--- src/rtl/hc595_tx_if.sv ---
// rtl/hc595_tx_if.sv - pattern request and 74HC595 pin bundle for hc595_tx
interface hc595_tx_if;
  logic [7:0] data_in;
  logic       start;
  logic       busy;
  logic       done;
  logic       ser;
  logic       sclk;
  logic       rclk;

  modport master (output data_in, start, input busy, done, ser, sclk, rclk);
  modport slave  (input data_in, start, output busy, done, ser, sclk, rclk);
endinterface

--- src/rtl/hc595_tx.sv ---
// rtl/hc595_tx.sv - serialises an 8-bit pattern into an external 74HC595 via ser/sclk/rclk
module hc595_tx #(
  parameter int unsigned CLK_DIV   = 4,
  parameter bit          MSB_FIRST = 1'b1,
  parameter bit          AUTO_SEND = 1'b1
) (
  input  logic      clk_i,
  input  logic      rst_i,
  hc595_tx_if.slave bus_if
);
  typedef enum logic [1:0] {IDLE, SHIFT, LATCH} state_e;

  localparam logic [15:0] DIV_LAST = 16'(CLK_DIV - 1);

  state_e      state_q, state_d;
  logic [15:0] div_q, div_d;
  logic [2:0]  bit_q, bit_d;
  logic [7:0]  shreg_q, shreg_d;
  logic [7:0]  shadow_q, shadow_d;
  logic        busy_q, busy_d;
  logic        done_q, done_d;
  logic        ser_q, ser_d;
  logic        sclk_q, sclk_d;
  logic        rclk_q, rclk_d;
  logic        trigger;
  logic        div_wrap;

  always_ff @(posedge clk_i) begin
    if (rst_i) begin
      state_q  <= IDLE;
      div_q    <= 16'd0;
      bit_q    <= 3'd0;
      shreg_q  <= 8'h00;
      shadow_q <= 8'h00;
      busy_q   <= 1'b0;
      done_q   <= 1'b0;
      ser_q    <= 1'b0;
      sclk_q   <= 1'b0;
      rclk_q   <= 1'b0;
    end else begin
      state_q  <= state_d;
      div_q    <= div_d;
      bit_q    <= bit_d;
      shreg_q  <= shreg_d;
      shadow_q <= shadow_d;
      busy_q   <= busy_d;
      done_q   <= done_d;
      ser_q    <= ser_d;
      sclk_q   <= sclk_d;
      rclk_q   <= rclk_d;
    end
  end

  assign trigger  = bus_if.start | (AUTO_SEND & (bus_if.data_in != shadow_q));
  assign div_wrap = (div_q == DIV_LAST);

  always_comb begin
    state_d  = state_q;
    div_d    = div_q;
    bit_d    = bit_q;
    shreg_d  = shreg_q;
    shadow_d = shadow_q;
    busy_d   = busy_q;
    done_d   = 1'b0;
    ser_d    = ser_q;
    sclk_d   = sclk_q;
    rclk_d   = rclk_q;

    case (state_q)
      IDLE: begin
        if (trigger) begin
          state_d  = SHIFT;
          shreg_d  = bus_if.data_in;
          shadow_d = bus_if.data_in;
          busy_d   = 1'b1;
          ser_d    = MSB_FIRST ? bus_if.data_in[7] : bus_if.data_in[0];
          sclk_d   = 1'b0;
          div_d    = 16'd0;
          bit_d    = 3'd0;
        end
      end

      SHIFT: begin
        if (!div_wrap) begin
          div_d = div_q + 16'd1;
        end else begin
          div_d = 16'd0;
          if (!sclk_q) begin
            sclk_d = 1'b1;
          end else begin
            // ser only moves on the falling sclk edge, keeping it stable around the rise
            sclk_d = 1'b0;
            bit_d  = bit_q + 3'd1;
            if (bit_q == 3'd7) begin
              state_d = LATCH;
              rclk_d  = 1'b1;
            end else begin
              shreg_d = MSB_FIRST ? {shreg_q[6:0], 1'b0} : {1'b0, shreg_q[7:1]};
              ser_d   = MSB_FIRST ? shreg_q[6] : shreg_q[1];
            end
          end
        end
      end

      LATCH: begin
        if (!div_wrap) begin
          div_d = div_q + 16'd1;
        end else begin
          div_d   = 16'd0;
          rclk_d  = 1'b0;
          busy_d  = 1'b0;
          done_d  = 1'b1;
          state_d = IDLE;
        end
      end

      default: begin
        state_d = IDLE;
      end
    endcase
  end

  assign bus_if.busy = busy_q;
  assign bus_if.done = done_q;
  assign bus_if.ser  = ser_q;
  assign bus_if.sclk = sclk_q;
  assign bus_if.rclk = rclk_q;
endmodule

--- src/flat_wrapper.sv ---
// flat-port wrapper written by rule: the top's interface ports become plain ports
module hc595_tx_flat 
#(
  parameter int unsigned CLK_DIV   = 4,
  parameter bit          MSB_FIRST = 1'b1,
  parameter bit          AUTO_SEND = 1'b1
)
  (clk_i, rst_i, bus_if_data_in, bus_if_start, bus_if_busy, bus_if_done, bus_if_ser, bus_if_sclk, bus_if_rclk);
  hc595_tx_if bus_if_i ();
  input  logic clk_i;
  input  logic rst_i;
  input wire logic [$bits(bus_if_i.data_in)-1:0] bus_if_data_in;
  input wire logic [$bits(bus_if_i.start)-1:0] bus_if_start;
  output wire logic [$bits(bus_if_i.busy)-1:0] bus_if_busy;
  output wire logic [$bits(bus_if_i.done)-1:0] bus_if_done;
  output wire logic [$bits(bus_if_i.ser)-1:0] bus_if_ser;
  output wire logic [$bits(bus_if_i.sclk)-1:0] bus_if_sclk;
  output wire logic [$bits(bus_if_i.rclk)-1:0] bus_if_rclk;
  assign bus_if_i.data_in = bus_if_data_in;
  assign bus_if_i.start = bus_if_start;
  assign bus_if_busy = bus_if_i.busy;
  assign bus_if_done = bus_if_i.done;
  assign bus_if_ser = bus_if_i.ser;
  assign bus_if_sclk = bus_if_i.sclk;
  assign bus_if_rclk = bus_if_i.rclk;
  hc595_tx #(.CLK_DIV(CLK_DIV), .MSB_FIRST(MSB_FIRST), .AUTO_SEND(AUTO_SEND)) u_core (.clk_i(clk_i), .rst_i(rst_i), .bus_if(bus_if_i));
endmodule
--- config.mk ---
export PLATFORM = sky130hd
export DESIGN_NAME = hc595_tx_flat
export DESIGN_NICKNAME = d
export VERILOG_FILES = /design/src/rtl/hc595_tx_if.sv /design/src/rtl/hc595_tx.sv /design/src/flat_wrapper.sv
export SDC_FILE = /design/constraint.sdc
export NUM_CORES = 1
export LEC_CHECK = 0
export ABC_AREA = 1
export ABC_CLOCK_PERIOD_IN_PS = 1500
export CORE_MARGIN = 2
export CORE_UTILIZATION = 59
export CTS_BUF_LIST = sky130_fd_sc_hd__clkbuf_8
export DETAILED_ROUTE_END_ITERATION = 6
export DONT_BUFFER_PORTS = 1
export GPL_ROUTABILITY_DRIVEN = 0
export GPL_TIMING_DRIVEN = 0
export MAX_ROUTING_LAYER = met4
export PLACE_DENSITY_LB_ADDON = 0.05
export SETUP_SLACK_MARGIN = 0.05
export SYNTH_ARGS = -nofsm -noshare
export SYNTH_HDL_FRONTEND = slang
export SYNTH_SLANG_ARGS = --single-unit
--- constraint.sdc ---
create_clock -name clk_i -period 1.5 [get_ports clk_i]
set_input_delay 0.3 -clock clk_i [delete_from_list [all_inputs] [get_ports clk_i]]
set_output_delay 0.3 -clock clk_i [all_outputs]
set_load 0.05 [all_outputs]
==> results by group <==
Run status
  • Status: complete, but fails checks
  • Failing checks: setup timing

Drt
  • Routed len/inst: 14.61 um
  • WL met1: 3066 um
  • DR vias: 2679
  • Highest metal used: met4
  • DRC Markers: 0
  • Met3 Wirelength: 469 um
  • Initial drt markers: 240
  • Drt first pass iters: 5
  • Wirelength, routed: 7145 um
  • WL met2: 3401 um
  • Via density: 5.479
  • Antenna Nets Post-Route: 0

CTS
  • Num CTS Buffers: 5
  • Root Driver: clkbuf_8
  • Register clock-pin slew on the reported worst setup and hold paths: 0.09 ns
  • H-tree depth: 2
  • Clock sink count: 41
  • Clk buf depth: 2
  • CTS tree: built
  • Clk Latency, worst-skew pair: 0.31 ns
  • Hold_buf cts: 0

Synth
  • Synth unique cells: 29
  • Synth warnings: 0
  • Synth top area share: 0.3267
  • Mapped Avg Cell Area: a little over 6 um2
  • Post-Synthesis Cells: 403
  • Synth area leaders: dfxtp_1 33%, nand2_1 18%, nor2_1 11%
  • Mapped cell area: 0.002512 mm2
  • Most area-hungry cell type in the Yosys netlist: dfxtp_1
  • Yosys reg bits: 41
  • Syn Nets: 422
  • Register area share after synthesis: 0.3267

STA
  • Final Max Slew Viols: 0
  • # setup viols final: 25
  • Final WS setup: -0.1372 ns
  • Share of the clock period used by the worst path: 1.091
  • Max Fclk: around 610 MHz
  • Clk_skew: 0.007622 ns
  • Crit path time final: 1.637 ns
  • Final Hold Vio Count: 0
  • Relative slew slack: 0.5286
  • Worst Hold Margin: 0.1462 ns
  • Worst-margin pin slew: 0.7071 ns
  • Unrepaired setup endpoints after global routing: yes

Setup path
  • CP Capture Type: register
  • Crit-path max FO: 6
  • Req. time, crit path: 1.74 ns
  • Data arrival, critical path: 1.88 ns
  • Critical path class: reg2reg
  • Setup crit start kind: register
  • Worst reg2reg path depth: 11

Pwr
  • Peak VDD IR: 0.9283 mV
  • Cell area power density: 1875 mW/mm2
  • Leakage: 0.001420 uW

Cells and area
  • Final Cell Area: 0.003296 mm2
  • Area growth, synth to finish: 31.18%
  • Layout cells sized above 1: 0.3349
  • Layout Cells excl Fill: 489
  • Leading cell type in the layout, fill and taps excluded: nand2_1
  • Layout Nets: around 460
  • Most frequent cells in the layout: 96 x nand2_1, 60 x nor2_1, 40 x inv_1, 23 x dfxtp_1, 20 x buf_4
  • ANT cells: 0

Placed design
  • HPWL after DPL: 4164 um
  • Placed insts: 453
  • Port Buffers: 0
  • Placed Area: about 0.0026 mm2

Die
  • I/O pins: 16
  • Die width: 69.26 um
  • Core Region: 0.004058 mm2
  • Core Rows: 23
  • Die H: around 70 um
  • Initial Utilization: 0.6192
  • Total die area: ~0.0048 mm2

Global routing
  • Largest net degree at the start of global routing: 14
  • Vias in the first global route: 2325
  • Gr usage total: 0.2686
  • Initial antenna violation count: 0
  • Grt ovf: 0
  • First-pass GRT wire length: 10280 um

Run
  • Max-cap violations: 0

Worst hold path
  • Worst hold path class: in2reg
  • Worst hold stages: 2
## report_power, final
group          switching [uW]  internal [uW]
combinational            2090           1560
sequential                342           1380
clock                     428            374
total                    2860           3320
## registers in the layout (all words and copies together) (netlist names)
register            cells
u_core.bus_if.ser       1
u_core.bus_if.done      1
u_core.state_q          2
u_core.bus_if.busy      1
u_core.bus_if.rclk      1
u_core.div_q           16
u_core.shreg_q          7
u_core.bus_if.sclk      1
u_core.bit_q            3
u_core.shadow_q         8
## synthesized netlist by cell type
cell type and instances:
nand2_1 118, nor2_1 72, inv_1 47, dfxtp_1 41
a21oi_1 29, o21ai_0 19, nand3_1 16, ha_1 8
xor2_1 6, clkbuf_1 5, nand2_2 5, nand4_1 5
nor2_2 5, buf_6 4, nor3_1 4, inv_2 3
nand3_4 2, o21bai_1 2, xnor2_1 2, buf_2 1
buf_4 1, clkbuf_4 1, clkinv_1 1, clkinv_2 1
nand2_4 1, nor2_4 1, nor3b_1 1, o211ai_1 1
or2_2 1
## worst max-delay path, cell delays in order (launching register included)
cell	delay [ns]
dfxtp_4	0.37
ha_4	0.16
nand3_2	0.06
nor2_2	0.12
nand2_2	0.09
nand2_2	0.10
nand2_4	0.06
clkinv_4	0.06
nand3_1	0.20
nand2_1	0.13
inv_1	0.07
nor2_1	0.14
## through the flow
step	TNS [ns]	setup WS [ns]	power (uW)	util
after floorplan	0	0.06019	3426	-
after global placement	-3.558	-0.1738	3851	0.6448
after detailed placement	-3.679	-0.1657	3886	0.6448
after CTS	-0.1112	-0.01873	5185	0.7228
after global routing	-4.892	-0.2261	6541	0.8122
final	-1.382	-0.1372	6181	0.8122
## layout make-up
type                            count  area (um2)
Timing Repair Buffer               29       265.3
Sequential cell                    41       850.8
Clock inverter                      2       13.76
Clock buffer                        6       82.58
Fill cell                         261       762.0
Buffer                             11       95.09
Multi-Input combinational cell    298        1703
Inverter                           52       222.7
Tap cell                           50       62.56
## repair_timing
action	in CTS	in global routing
setup buffers	14	14
resized for setup	39	86
gates cloned	1	1
endpoints found under the setup margin	37	40
pin swaps	7	17
## per-layer routing
metal,GRT usage,vias to the layer above
li1,-,1315
met1,0.3403,1229
met2,0.4167,111
met3,0.06250,24
met4,0.1046,0
met5,-,-
## path summary, 6_finish.rpt
check / from / end / slack, ns
max: u_core.div_q[1] / u_core.bit_q[1] / -0.14
min: bus_if_data_in[3] / u_core.shadow_q[3] / 0.15
max reg2reg: u_core.div_q[1] / u_core.bit_q[1] / -0.14
min reg2reg: u_core.shadow_q[5] / u_core.shadow_q[5] / 0.47
## cell families (layout without fill, tap and decap cells)
kind of cell	after synthesis	in the layout	share of synthesized area
AOI/OAI and AO/OA	51	51	0.1046
xor gates and xnor gates	8	8	0.02789
adders and majority gates	8	8	0.03984
buffers and inverters	64	100	0.1116
DFF	41	41	0.3267
and+or+nand+nor	231	231	0.3894
No activity file was read; power rests on OpenSTA's default activity.
